--- src/rtl/ham_pkg.sv ---
// Shared definitions for the extended-Hamming (SECDED) decoder family.
//   ham_par_w : parity-bit count for a payload width
//   is_pow2   : true for Hamming parity positions
//   data_pos  : Hamming position (1-based) of payload bit idx
//   ham_status_e : per-word decode classification
package ham_pkg;

    typedef enum logic [1:0] {
        HAM_CLEAN,
        HAM_CORR,
        HAM_UNCORR
    } ham_status_e;

    // Smallest r with 2^r >= data_w + r + 1. Scanning downward leaves the
    // smallest satisfying r in the result.
    function automatic int ham_par_w(input int data_w);
        int r;
        r = 0;
        for (int k = 8; k >= 1; k--) begin
            if ((1 << k) >= data_w + k + 1) r = k;
        end
        return r;
    endfunction

    function automatic bit is_pow2(input int pos);
        return (pos > 0) && ((pos & (pos - 1)) == 0);
    endfunction

    // Payload bits fill the non-power-of-two positions in ascending order.
    function automatic int data_pos(input int idx);
        int pos;
        int cnt;
        pos = 0;
        cnt = 0;
        for (int p = 1; p < 128; p++) begin
            if (!is_pow2(p)) begin
                if (cnt == idx && pos == 0) pos = p;
                cnt++;
            end
        end
        return pos;
    endfunction

endpackage

--- src/rtl/ham_syndrome_calc.sv ---
// Combinational syndrome / overall-parity generator for an extended Hamming
// codeword. Bit i of code (i < CODE_W-1) is Hamming position i+1; the top
// bit is the overall parity bit.
//   code     in  CODE_W  codeword
//   syndrome out PAR_W   XOR of positions whose index has bit k set
//   overall  out 1       XOR of every codeword bit (0 for a clean word)
module ham_syndrome_calc #(
    parameter int CODE_W = 8,
    parameter int PAR_W  = 3
) (
    input  logic [CODE_W-1:0] code,
    output logic [PAR_W-1:0]  syndrome,
    output logic              overall
);

    always_comb begin
        syndrome = '0;
        for (int p = 1; p < CODE_W; p++) begin
            for (int k = 0; k < PAR_W; k++) begin
                if (((p >> k) & 1) == 1) syndrome[k] = syndrome[k] ^ code[p-1];
            end
        end
    end

    assign overall = ^code;

endmodule

--- src/rtl/ham_secded_decoder.sv ---
// Two-stage pipelined SECDED decoder with valid/ready streaming and
// saturating error counters.
//   clk, reset_n         clock / async active-low reset
//   in_valid/in_ready    input handshake, in_code = received codeword
//   out_valid/out_ready  output handshake
//   out_data             corrected payload (uncorrected when out_err_uncorr)
//   out_err_corr         single error fixed (incl. overall-parity bit)
//   out_err_uncorr       double error / syndrome beyond the codeword
//   out_syndrome         raw syndrome for debug
//   cnt_clr              sync clear of both counters (wins over increment)
//   cnt_corr/cnt_uncorr  saturating per-word error counts
module ham_secded_decoder
    import ham_pkg::*;
#(
    parameter int  DATA_W = 4,
    parameter int  CNT_W  = 16,
    localparam int PAR_W  = ham_par_w(DATA_W),
    localparam int CODE_W = DATA_W + PAR_W + 1
) (
    input  logic              clk,
    input  logic              reset_n,
    input  logic              in_valid,
    output logic              in_ready,
    input  logic [CODE_W-1:0] in_code,
    output logic              out_valid,
    input  logic              out_ready,
    output logic [DATA_W-1:0] out_data,
    output logic              out_err_corr,
    output logic              out_err_uncorr,
    output logic [PAR_W-1:0]  out_syndrome,
    input  logic              cnt_clr,
    output logic [CNT_W-1:0]  cnt_corr,
    output logic [CNT_W-1:0]  cnt_uncorr
);

    localparam int STAGES = 2;

    logic stall;
    assign stall    = out_valid & ~out_ready;
    assign in_ready = ~stall;

    // ---------------- Stage 1 inputs ----------------
    logic [PAR_W-1:0]  in_syn;
    logic              in_par;
    logic [DATA_W-1:0] in_data;

    ham_syndrome_calc #(
        .CODE_W (CODE_W),
        .PAR_W  (PAR_W)
    ) u_syn (
        .code     (in_code),
        .syndrome (in_syn),
        .overall  (in_par)
    );

    // Only payload bits are kept past S1: syndrome and P already carry
    // everything the parity bits have to say.
    for (genvar i = 0; i < DATA_W; i++) begin : g_in_data
        localparam int POS = data_pos(i);
        assign in_data[i] = in_code[POS-1];
    end

    // ---------------- State ----------------
    logic [STAGES:1]   vld_pipe_d, vld_pipe_q;
    logic [DATA_W-1:0] s1_data_d, s1_data_q;
    logic [PAR_W-1:0]  s1_syn_d, s1_syn_q;
    logic              s1_par_d, s1_par_q;
    logic [DATA_W-1:0] out_data_d, out_data_q;
    logic              out_corr_d, out_corr_q;
    logic              out_uncorr_d, out_uncorr_q;
    logic [PAR_W-1:0]  out_syn_d, out_syn_q;
    logic [CNT_W-1:0]  cnt_corr_d, cnt_corr_q;
    logic [CNT_W-1:0]  cnt_uncorr_d, cnt_uncorr_q;

    // ---------------- Stage 2 classification ----------------
    ham_status_e       status;
    logic              flip;
    logic [DATA_W-1:0] fix_data;

    always_comb begin
        status = HAM_CLEAN;
        flip   = 1'b0;
        if (s1_par_q) begin
            if (s1_syn_q == '0) begin
                status = HAM_CORR;            // overall-parity bit itself flipped
            end else if (int'(s1_syn_q) <= CODE_W - 1) begin
                status = HAM_CORR;
                flip   = 1'b1;
            end else begin
                status = HAM_UNCORR;          // syndrome names a position that does not exist
            end
        end else if (s1_syn_q != '0) begin
            status = HAM_UNCORR;              // even parity with nonzero syndrome: double error
        end
    end

    for (genvar i = 0; i < DATA_W; i++) begin : g_fix
        localparam int POS = data_pos(i);
        assign fix_data[i] = s1_data_q[i] ^ (flip & (s1_syn_q == PAR_W'(POS)));
    end

    // ---------------- Pipeline advance ----------------
    always_comb begin
        vld_pipe_d   = vld_pipe_q;
        s1_data_d    = s1_data_q;
        s1_syn_d     = s1_syn_q;
        s1_par_d     = s1_par_q;
        out_data_d   = out_data_q;
        out_corr_d   = out_corr_q;
        out_uncorr_d = out_uncorr_q;
        out_syn_d    = out_syn_q;
        if (!stall) begin
            vld_pipe_d = {vld_pipe_q[STAGES-1:1], in_valid};
            if (in_valid) begin
                s1_data_d = in_data;
                s1_syn_d  = in_syn;
                s1_par_d  = in_par;
            end
            if (vld_pipe_q[1]) begin
                out_data_d   = (status == HAM_UNCORR) ? s1_data_q : fix_data;
                out_corr_d   = (status == HAM_CORR);
                out_uncorr_d = (status == HAM_UNCORR);
                out_syn_d    = s1_syn_q;
            end
        end
    end

    // ---------------- Counters ----------------
    // Counted on the output handshake so a stalled word is counted once.
    always_comb begin
        cnt_corr_d   = cnt_corr_q;
        cnt_uncorr_d = cnt_uncorr_q;
        if (cnt_clr) begin
            cnt_corr_d   = '0;
            cnt_uncorr_d = '0;
        end else if (out_valid && out_ready) begin
            if (out_corr_q && (cnt_corr_q != '1))     cnt_corr_d   = cnt_corr_q + 1'b1;
            if (out_uncorr_q && (cnt_uncorr_q != '1)) cnt_uncorr_d = cnt_uncorr_q + 1'b1;
        end
    end

    always_ff @(posedge clk or negedge reset_n) begin
        if (!reset_n) begin
            vld_pipe_q   <= '0;
            s1_data_q    <= '0;
            s1_syn_q     <= '0;
            s1_par_q     <= 1'b0;
            out_data_q   <= '0;
            out_corr_q   <= 1'b0;
            out_uncorr_q <= 1'b0;
            out_syn_q    <= '0;
            cnt_corr_q   <= '0;
            cnt_uncorr_q <= '0;
        end else begin
            vld_pipe_q   <= vld_pipe_d;
            s1_data_q    <= s1_data_d;
            s1_syn_q     <= s1_syn_d;
            s1_par_q     <= s1_par_d;
            out_data_q   <= out_data_d;
            out_corr_q   <= out_corr_d;
            out_uncorr_q <= out_uncorr_d;
            out_syn_q    <= out_syn_d;
            cnt_corr_q   <= cnt_corr_d;
            cnt_uncorr_q <= cnt_uncorr_d;
        end
    end

    assign out_valid      = vld_pipe_q[STAGES];
    assign out_data       = out_data_q;
    assign out_err_corr   = out_corr_q;
    assign out_err_uncorr = out_uncorr_q;
    assign out_syndrome   = out_syn_q;
    assign cnt_corr       = cnt_corr_q;
    assign cnt_uncorr     = cnt_uncorr_q;

endmodule

--- config.mk ---
export PLATFORM = sky130hd
export DESIGN_NAME = ham_secded_decoder
export DESIGN_NICKNAME = d
export VERILOG_FILES = /design/src/rtl/ham_pkg.sv /design/src/rtl/ham_syndrome_calc.sv /design/src/rtl/ham_secded_decoder.sv
export SDC_FILE = /design/constraint.sdc
export NUM_CORES = 1
export LEC_CHECK = 0
export ABC_AREA = 1
export BUFFER_PORTS_ARGS = -buffer_cell sky130_fd_sc_hd__buf_2
export CORE_UTILIZATION = 56
export DETAILED_ROUTE_END_ITERATION = 10
export GPL_ROUTABILITY_DRIVEN = 0
export PLACE_DENSITY = 0.84
export SYNTH_ARGS = -nofsm -noshare
export SYNTH_HDL_FRONTEND = slang
export SYNTH_SLANG_ARGS = --single-unit
--- constraint.sdc ---
create_clock -name clk -period 1.69 [get_ports clk]
set_input_delay 0.338 -clock clk [delete_from_list [all_inputs] [get_ports clk]]
set_output_delay 0.338 -clock clk [all_outputs]
set_load 0.03 [all_outputs]
Word-level counts from Yosys, hierarchy flattened
Cells that the tools add are included.

cells by class
  $add $sub $neg = 2
  equal/unequal tests = 8
  mux-type cells = 11
  bitwise operators = 20
  reductions and logical operators = 13

operator list
  kind                                                 number
  2-to-1 mux 16 bit                                    6
  adder 16 x 1 -> 16 bit, second input constant        2
  inequality test 16 bit, second input constant        2
  XOR 1 bit                                            13
  equality test 3 bit, second input constant           3
  AND reduction 2 bit                                  4
  XOR reduction 8 bit                                  1
  nonzero test 2 bit                                   3
  bitwise AND 1 bit                                    5
  2-to-1 mux 2 bit                                     2
  2-to-1 mux 4 bit                                     1
  equality test 3 x 2 -> 1 bit, second input constant  1
  logical AND 1 bit                                    3
  logical NOT 3 bit                                    1
  nonzero test 3 bit                                   1
  equality test 2 x 1 -> 1 bit, second input constant  1
  equality test 2 bit, second input constant           1
  2-to-1 mux 1 bit                                     2
  inverter 1 bit                                       2

storage, ports and cells
  register bits = 51
  input port bits = 13
  output and inout port bits = 43
  word-level logic and storage cells = 64

Logic depth before layout (Yosys ltp)
Gate-level depths: netlist of run 1.

  depth in word-level cells = 6
  mapped depth = 11
  gate-level depth less buffers = 11

By module
A second synthesis of run 1 with hierarchy kept.

unflattened totals
  cell total of the unflattened synthesis = 449
  area, all modules = 3170.5 sq um

modules (own cells, without submodules)
  module              instances  cells an instance  area each (sq um)  seq. area each (sq um)
  ham_secded_decoder  1          403                2926.6             1276.2
  ham_syndrome_calc   1          46                 244.0              0.0

Worst setup path after synthesis of run 1
Ideal clock, no wire load.

  path type = register to register
  from = register cnt_uncorr_q[1], in the netlist cnt_uncorr[1]
  to = register cnt_uncorr_q[14], in the netlist cnt_uncorr[14]
  setup time = 118 ps
  data arrival time = 1579 ps
  data required time = 1572 ps
  slack = -7 ps
  cell stages (with the launch flop) = 11
  buffers on the path = 0
  period minus slack after synthesis = 1697 ps
  path through = dfrtp_1 -> ha_1 -> nand2_2 -> nor2_4 -> nand2_2 -> nor2_2 -> nand2_2 -> nand2_4 -> inv_1 -> nand3_1 -> nand2_1

between the ends
  cells in the longest elaborated chain, start to end = 4
  elaborated cells on any way between the ends = 8
  classes of those cells = 1 x add/sub; 1 x eq/ne; 3 x mux; 3 x reduce/logical

ends and longest elaborated chain
  element                                                                  RTL line                   RTL
  start, declared                                                          ham_secded_decoder.sv:73   logic [CNT_W-1:0] cnt_uncorr_d, cnt_uncorr_q;
  start signal, assigned                                                   ham_secded_decoder.sv:164  cnt_uncorr_q <= cnt_uncorr_d;
  adder 16 x 1 -> 16 bit / inequality test 16 bit (equally long branches)  ham_secded_decoder.sv:138  if (out_uncorr_q && (cnt_uncorr_q != '1)) cnt_uncorr_d = cnt_uncorr_q + 1'b1;
  2-to-1 mux 16 bit / logical AND 1 bit (equally long branches)            ham_secded_decoder.sv:138
  2-to-1 mux 16 bit / nonzero test 2 bit (equally long branches)           -
  2-to-1 mux 16 bit / AND reduction 2 bit (equally long branches)          -

Several ways; a longest one is shown, not always the timed one. The select of a mux whose other input is x is not followed.
A chain may end at the register's enable or synchronous reset.

Final worst setup path of run 1
  from = register cnt_uncorr_q[1], in the netlist cnt_uncorr[1]
  to = register cnt_uncorr_q[1], in the netlist cnt_uncorr[1]

Same word-level chain as after synthesis.

==> impl_metrics.toml, run 1 <==
[clocking]
insertion_delay_ps = 300
numCtsBuffers = 5
cts_root_buf = "clkbuf_8"
path_clk_slew_ps = 90
clockBufferDepth = 2
numClockSinks = 51
tritoncts = "yes"
cts_max_level = 2

[sta]
drv_slew = 0
finClkSkew_ps = 7.48
slew-limit-headroom = 0.675
hold_violations = 0
hold_slack_ps = 313
min_period_ps = 1590
setup-violations-final = 0
rsz0062_at_grt = "no"
worstMarginPinSlew_ps = 485
fin_tns_setup_ps = 0
fmax_ghz = 0.629
finalCritPeriodShare = 0.941

[layout]
fillers = 421
final_nets = 512
n_antenna_cell = 0
area_growth_syn_to_layout_pct = 19.6
final_common_cell = "nand2_1"
post-route-cell-area_um2 = 3690
stdcell_count = 567
final_cell_mix = "nand2_1 (125), nor2_1 (55), buf_2 (55)"
drive_above_1_share = 0.215

[global_routing]
grt.total_usage = 0.257
grt_use_met2 = 0.450
groute.layer.met3.usage = 0.0443
grt_overflow = 0
met1_usage = 0.321
grt_max_degree = 23
top_usage_layer = "met2"
grt_pass1_wl_mm = 12.2
grt_pass1_vias = 2762
antenna_found_initial = 0

[pwr]
ir_drop_mv = 0.714
p_per_area_nw_per_um2 = 815
power_mw = 3.01
leakage_nw = 1.87

[critical_path]
cpLargestDelayFamily = "simple AND/OR/NAND/NOR gates"
critPathMaxStageDelay_ps = 410
path_cells = "ha_4, nand2_2, nor2_4, nand2_2, nor2_4, nand2_2, nand2_4, buf_4, nand3_1, nand2_1"
critPathMaxFanout = 7
crit_path_end_kind = "flop"
critPathLaunchType = "flop"
cp.required_ps = 1930
critPathArrivalTime_ps = 1830
cp_common_cell = "nand2_2"
cp_slowest_cell = "dfrtp_2"
path_class = "flop to flop"
timing.critical_path.buf_inv = 1

[floorplanning]
ioPinCount = 56
core_um2 = 5200
fp.dieW_um = 76.2
initial_core_util = 0.593
chipHeight_um = 76.2
dieArea_um2 = 5810
rows = 26

[routing]
firstDrtPassIters = 5
routed_wl_mm = 7.33
ant_nets = 0
vias = 3019
drcViolationCount = 0
viasPerCell = 5.32
wl_per_cell_um = 12.9
drtIter0Drc = 205

[synthesis]
ys_warn_count = 0
ys_seq_area_frac = 0.414
syn_area_per_cell_um2 = 7.27
synthCells = 424
synth_area_um2 = 3080
synthTopCellsByArea = "dfrtp_1 (41%), nand2_1 (15%), nand3_1 (8.8%)"
synth_seq_cells = 51
synthDistinctLibCells = 27
synth_top_area_frac = 0.414
syn_nets = 439
synth_area_leader_cell = "dfrtp_1"

[placement]
dp.cells = 549
io_buffer_count = 55
placed_area_um2 = 3470
place_hpwl_mm = 5.25

[status]
status = "finished, final reports clean"

[job]
drv_cap = 0

[min_path]
hp-class = "primary input to flop"
-- flip-flops by register name, summed over array words and instances, names as in the netlist --
signal / count
cnt_corr: 16
cnt_uncorr: 16
out_data: 4
out_err_corr: 1
out_err_uncorr: 1
out_syndrome: 3
s1_data_q: 4
s1_par_q: 1
s1_syn_q: 3
vld_pipe_q: 2
-- cell families after synthesis --
logic type / after synthesis / share of synthesized area
flip-flops: 51 / 0.414
buffers and inverters: 49 / 0.0702
adder cells (fa/ha/maj): 2 / 0.00811
AND/OR/NAND/NOR: 268 / 0.382
XOR/XNOR: 28 / 0.0795
AO/OA/AOI/OAI: 26 / 0.0467
-- tightest hold or removal path: cells and delay by family --
| family | cells | cell delay [ps] |
|---|---|---|
| buffers and inverters | 1 | 120 |
| and+or+nand+nor | 1 | 50 |
| AOI/OAI and AO/OA | 1 | 60 |
-- through the flow --
stage                util  worst slack [ps]
global placement    0.667              55.9
finish              0.709              99.2
global route        0.709              8.72
floorplan               -             0.800
CTS                 0.686              9.09
detailed placement  0.667              19.7
-- synth_stat cells (all sizes together) --
| master | instances |
|---|---|
| xnor2 | 9 |
| dfrtp | 51 |
| nor2 | 61 |
| a21oi | 1 |
| clkbuf | 3 |
| o21bai | 5 |
| o21ai | 19 |
| ha | 2 |
| xor2 | 19 |
| a31oi | 1 |
| buf | 8 |
| nand4 | 9 |
| nor3 | 8 |
| nand2 | 134 |
| nand3 | 55 |
| inv | 38 |
| or2 | 1 |
-- metal layers --
layer / part of all wire / up-vias
li1: - / 1496
met1: 0.43 / 1402
met2: 0.51 / 113
met3: 0.053 / 8
met4: 0.013 / 0
met5: 0 / -
-- area by class of cell --
class                      count  area [um^2]  share of cell area
inverter                      38          143              0.0387
clock inverter                 1         5.00             0.00136
sequential                    51         1280               0.347
tap                           70         87.6              0.0237
clock buffer                   6         82.6              0.0224
timing repair buffer          76          460               0.125
multi-input combinational    325         1630               0.442
-- report_power, final --
| group | internal [mW] | total (mW) | switching (mW) |
|---|---|---|---|
| sequential | 1.35 | 1.45 | 0.0928 |
| clock | 0.322 | 0.701 | 0.379 |
| combinational | 0.280 | 0.858 | 0.578 |
-- worst paths after layout --
kind | start | end | slack [ps] | cells past startpoint
max | cnt_uncorr[1] | cnt_uncorr[1] | 100 | 10
min | in_code[4] | s1_data_q[1] | 310 | 3
max reg2reg | cnt_uncorr[1] | cnt_uncorr[1] | 100 | 10
min reg2reg | vld_pipe_q[1] | vld_pipe_q[2] | 470 | 2
max in group asynchronous | reset_n | s1_syn_q[2] | 590 | 3
min in group asynchronous | reset_n | cnt_uncorr[0] | 510 | 2
-- what timing repair did --
action                                  CTS  global route
endpoints found under the setup margin    0            30
endpoints found under the hold margin    16             0
setup buffers                             0             9
gates resized for setup                   0             6
hold buffers                              1             0
Power figures use the tool's default switching activity.
==> run 2, diff against run 1 <==
--- a/config.mk
+++ b/config.mk
@@ -5,12 +5,11 @@
 export SDC_FILE = /design/constraint.sdc
 export NUM_CORES = 1
 export LEC_CHECK = 0
-export ABC_AREA = 1
 export BUFFER_PORTS_ARGS = -buffer_cell sky130_fd_sc_hd__buf_2
-export CORE_UTILIZATION = 56
+export CORE_UTILIZATION = 54
 export DETAILED_ROUTE_END_ITERATION = 10
 export GPL_ROUTABILITY_DRIVEN = 0
-export PLACE_DENSITY = 0.84
+export PLACE_DENSITY = 0.83
 export SYNTH_ARGS = -nofsm -noshare
 export SYNTH_HDL_FRONTEND = slang
 export SYNTH_SLANG_ARGS = --single-unit
==> run 2 against run 1 <==
The run now ends with negative setup slack left. Sequential power increased by 6%. Synthesized cell count decreased by 37%. Wire length decreased by 6.9%. Flip-flop and latch count unchanged. Critical endpoint is now cnt_uncorr[6]. Cell area increased by 4.6%. Clock power increased by 8.8%. Worst hold slack got worse by 38 ps. Worst setup slack got worse by 240 ps. First-iteration DRC count decreased by 30%.
==> impl_metrics.toml, run 2 <==
[sta]
fmax_ghz = 0.546
hold_violations = 0
worstMarginPinSlew_ps = 546
rsz0062_at_grt = "yes"
hold_slack_ps = 275
finalCritPeriodShare = 1.08
fin_ws_ps = -142
setup-violations-final = 15
slew-limit-headroom = 0.636
drv_slew = 0
finClkSkew_ps = 9.93
min_period_ps = 1830

[pwr]
p_per_area_nw_per_um2 = 801
ir_drop_mv = 0.875
power.switching_mw = 1.10
seqPwrFrac = 0.494
internal-power_mw = 1.99
netSwitchingFraction = 0.355
leakage_nw = 1.65
combinationalPowerShare = 0.259
power_frac_clock = 0.247
power_mw = 3.09

[synthesis]
synth_edf_count = 0
async_flop_share = 1.00
ys_warn_count = 0
synthCells = 269
synth_area_um2 = 2660
synth_seq_cells = 51
ys_seq_area_frac = 0.480
synth_area_leader_cell = "dfrtp_1"
synthTopCellsByArea = "dfrtp_1 (48%), mux2_2 (5.9%), a21oi_1 (4.3%)"
syn_nets = 284
synth_commonest_cells = "dfrtp_1 (51), a21oi_1 (23), nand2_1 (21)"
yosysMostFrequentCell = "dfrtp_1"
synth_top_area_frac = 0.480
syn_area_per_cell_um2 = 9.89
synthDistinctLibCells = 38
yosys_most_used_dff = "dfrtp_1"

[global_routing]
grt_max_degree = 52
grt_pass1_wl_mm = 10.9
grt_overflow = 0
antenna_found_initial = 0
grt_pass1_vias = 2428
grt.total_usage = 0.267

[routing]
vias = 2638
highest_layer = "met4"
met1_length_mm = 2.88
ant_nets = 0
met2_length_mm = 3.56
firstDrtPassIters = 4
drtIter0Drc = 144
drcViolationCount = 0
viasPerCell = 5.81
dr_wl_met3_um = 289
routed_wl_mm = 6.83
wl_per_cell_um = 15.0

[clocking]
numClockSinks = 51
insertion_delay_ps = 320
tritoncts = "yes"
cts_max_level = 2
path_clk_slew_ps = 100
cts_root_buf = "clkbuf_8"
clockBufferDepth = 2
numCtsBuffers = 5

[layout]
final_cell_mix = "buf_4 (60), buf_2 (54), dfrtp_2 (29)"
n_antenna_cell = 0
ff_latch_area_um2 = 1310
post-route-cell-area_um2 = 3860
area_growth_syn_to_layout_pct = 45.1
final_common_cell = "buf_4"
final_util = 0.817
final_nets = 401
drive_above_1_share = 0.525
fillers = 278
multi_input_area_um2 = 1530

[placement]
place_hpwl_mm = 4.64
placed_area_um2 = 3470
io_buffer_count = 55

[critical_path]
critPathArrivalTime_ps = 2030
cp.required_ps = 1890
critPathMaxFanout = 5
path_class = "flop to flop"
crit_path_end_kind = "flop"
critPathLaunchType = "flop"

[floorplanning]
chipHeight_um = 72.2
fp.dieW_um = 72.2
initial_core_util = 0.563
core_um2 = 4720
ioPinCount = 56
rows = 25
dieArea_um2 = 5210

[job]
drv_cap = 0

[min_path]
hp-class = "primary input to flop"

[status]
status = "finished, violations left"
violations = "negative setup slack"
[run 2: cell count changes after synthesis, sizes merged, moves of 14 or more]
cell	change
nand2	-113
nor2	-52
nand3	-43
inv	-34
a21oi	+22
mux2	+14
[run 2: final cells by class]
class / count / share of cell area
Inverter: 4 / 0.00389
Clock inverter: 3 / 0.00713
Tap cell: 67 / 0.0217
Multi-Input combinational cell: 202 / 0.397
Sequential cell: 51 / 0.340
Clock buffer: 5 / 0.0178
Timing Repair Buffer: 122 / 0.212
[run 2: path summary, 6_finish.rpt]
kind | from | slack [ps] | end | cells after the start
setup / recovery | cnt_uncorr[0] | -140 | cnt_uncorr[6] | 6
hold / removal | in_code[4] | 280 | s1_data_q[1] | 2
setup reg to reg | cnt_uncorr[0] | -140 | cnt_uncorr[6] | 6
hold reg to reg | out_data[3] | 490 | out_data[3] | 2
max in group asynchronous | reset_n | 900 | cnt_uncorr[3] | 3
min in group asynchronous | reset_n | 540 | cnt_corr[10] | 3
[run 2: stage by stage]
step           setup WS [ps]  TNS (ps)  std cells
2_1_floorplan           -230     -1440        269
3_3_place_gp            -119      -571        433
3_5_place_dp            -151     -1150        433
4_1_cts                -68.4      -381        446
5_1_grt                 -217     -2510        454
6_report                -142     -1370        454
[run 2: repair_timing]
item / 4_1_cts / 5_1_grt
setup endpoints to repair: 13 / 27
gates cloned: 0 / 1
pin swaps: 8 / 16
hold buffers: 1 / 0
resized for setup: 16 / 25
setup buffers: 4 / 8
endpoints found under the hold margin: 1 / 0
[run 2: power groups by stage]
stage | Sequential [mW] | Combinational (mW) | Clock (mW)
after floorplan | 1.74 | 0.284 | 0
after global placement | 1.53 | 0.757 | 0
after detailed placement | 1.54 | 0.782 | 0
after CTS | 1.52 | 0.794 | 0.777
after global routing | 1.54 | 0.863 | 0.824
final | 1.53 | 0.799 | 0.763
[run 2: worst max-delay path: stages, from the launching register on]
cell and delay (ps):
dfrtp_2 420, ha_4 140, nand4_1 170, buf_4 210, buf_4 150, nor4b_4 310
mux2_4 320
[run 2: per-layer routing]
layer	up-vias	GRT usage
li1	1246	-
met1	1298	0.337
met2	84	0.466
met3	10	0.0417
met4	0	0.0959
met5	-	0
[run 2: cells by family (layout without fill, tap and decap cells)]
group           Yosys count  count (layout)  share of synthesized area
flops                    51              51                      0.480
xor+xnor                 15              15                     0.0494
buf+inv                  16             134                     0.0235
compound gates           62              62                      0.142
mux                      14              14                     0.0593
fa+ha+maj                 2               2                    0.00941
simple gates            109             109                      0.237
==> run 3, diff against run 2 <==
==> constraint.sdc (replaced) <==
create_clock -name clk -period 1.69 [get_ports clk]
set_input_delay 0.0845 -clock clk [delete_from_list [all_inputs] [get_ports clk]]
set_output_delay 0.0845 -clock clk [all_outputs]
set_load 0.03 [all_outputs]
==> run 3 against run 2 <==
The run still ends with negative setup slack left. Sequential share of layout area is 1.6 points higher. Flip-flop and latch count is the same. Sequential power about the same. Clock power grew 12%. Count of clock-buffer cells in the layout did not move. Utilization fell by 3.7 points. Wire length decreased by 1.1%. Worst hold slack got worse by 230 ps. Total power up 2.8%.
==> impl_metrics.toml, run 3 (same netlist as run 2, synthesis figures left out) <==
[status]
status = "finished, violations left"
violations = "negative setup slack"

[sta]
setup-violations-final = 16
finalCritPeriodShare = 1.07
rsz0062_at_grt = "yes"
worstMarginPinSlew_ps = 717
fin_ws_ps = -124
drv_slew = 0
fmax_ghz = 0.551
slew-limit-headroom = 0.522
finClkSkew_ps = 6.67
min_period_ps = 1810
hold_violations = 0

[global_routing]
grt_overflow = 0
grt.total_usage = 0.253
antenna_found_initial = 0
grt_max_degree = 39
grt_pass1_vias = 2327
grt_pass1_wl_mm = 10.3

[floorplanning]
initial_core_util = 0.563
core_um2 = 4720
dieArea_um2 = 5210
chipHeight_um = 72.2
fp.dieW_um = 72.2
rows = 25
ioPinCount = 56

[clocking]
insertion_delay_ps = 300
cts_root_buf = "clkbuf_8"
clockBufferDepth = 2
cts_max_level = 2
tritoncts = "yes"
path_clk_slew_ps = 100
numCtsBuffers = 5
numClockSinks = 51

[layout]
ff_latch_area_um2 = 1310
post-route-cell-area_um2 = 3680
multi_input_area_um2 = 1480
area_growth_syn_to_layout_pct = 38.5
final_cell_mix = "buf_2 (56), buf_4 (49), dfrtp_2 (28)"
n_antenna_cell = 0
final_common_cell = "buf_2"
fillers = 310
drive_above_1_share = 0.493
final_nets = 387
stdcell_count = 440

[pwr]
ir_drop_mv = 0.944
p_per_area_nw_per_um2 = 862
leakage_nw = 1.54

[critical_path]
critPathMaxFanout = 5
critPathArrivalTime_ps = 2040
crit_path_end_kind = "flop"
path_class = "flop to flop"
cp.required_ps = 1910
critPathLaunchType = "flop"

[routing]
viasPerCell = 5.87
ant_nets = 0
wl_per_cell_um = 15.4
drtIter0Drc = 102
firstDrtPassIters = 4
vias = 2584
drcViolationCount = 0
routed_wl_mm = 6.76

[min_path]
hp-class = "primary input to flop"

[placement]
place_hpwl_mm = 4.46
dp.cells = 420
placed_area_um2 = 3360
io_buffer_count = 55

[job]
drv_cap = 0
run 3: report_power, final:
| group | internal, mW | total, mW | switching, mW |
|---|---|---|---|
| clock | 0.441 | 0.857 | 0.416 |
| combinational | 0.307 | 0.805 | 0.499 |
| sequential | 1.38 | 1.51 | 0.135 |
| total | 2.13 | 3.18 | 1.05 |
run 3: final cells by class:
| type | instances | share of cell area |
|---|---|---|
| clock buffers | 5 | 0.0187 |
| clock inverters | 3 | 0.0119 |
| inverters | 4 | 0.00408 |
| multi-input cells | 202 | 0.402 |
| flip-flops and latches | 51 | 0.356 |
| well taps | 67 | 0.0228 |
| repair buffers | 108 | 0.185 |
run 3: final timing paths:
path | slack, ps | cells past startpoint | start | to
min in group asynchronous | 270 | 2 | reset_n | cnt_uncorr[11]
setup reg to reg | -120 | 5 | cnt_uncorr[1] | cnt_uncorr[12]
setup / recovery | -120 | 5 | cnt_uncorr[1] | cnt_uncorr[12]
max in group asynchronous | 790 | 3 | reset_n | cnt_corr[1]
hold reg to reg | 490 | 2 | out_data[1] | out_data[1]
hold / removal | 40 | 2 | in_code[4] | s1_data_q[1]
run 3: what timing repair did:
action,CTS,global route
hold endpoints to repair,19,0
gates cloned,0,1
pin swaps,8,11
endpoints found under the setup margin,13,22
buffers inserted,5,6
gates resized for setup,15,13
hold buffers,1,0
run 3: critical path, stage by stage (launching register included):
cell and delay, ps:
dfrtp_2 420, ha_4 150, nand4_1 180, or3_4 450, or4_1 400, a21oi_1 140
run 3: routing by layer:
layer / vias to the layer above / global-route usage / share of wire
met4: 0 / 0.100 / 0.017
li1: 1221 / - / -
met5: - / 0 / 0
met1: 1262 / 0.308 / 0.43
met3: 15 / 0.0500 / 0.041
met2: 86 / 0.440 / 0.52
run 3: through the flow:
stage / setup WS, ps / power (mW) / TNS [ps] / hold WS, ps / util
after CTS: -98.2 / 3.17 / -595 / 34.1 / 0.760
after global placement: -80.6 / 2.28 / -340 / 71.5 / 0.712
after global routing: -195 / 3.31 / -2740 / 21.2 / 0.780
final: -124 / 3.18 / -1280 / 40.1 / 0.780
after detailed placement: -137 / 2.31 / -733 / 72.6 / 0.712
after floorplan: -230 / 2.02 / -1440 / -211 / -
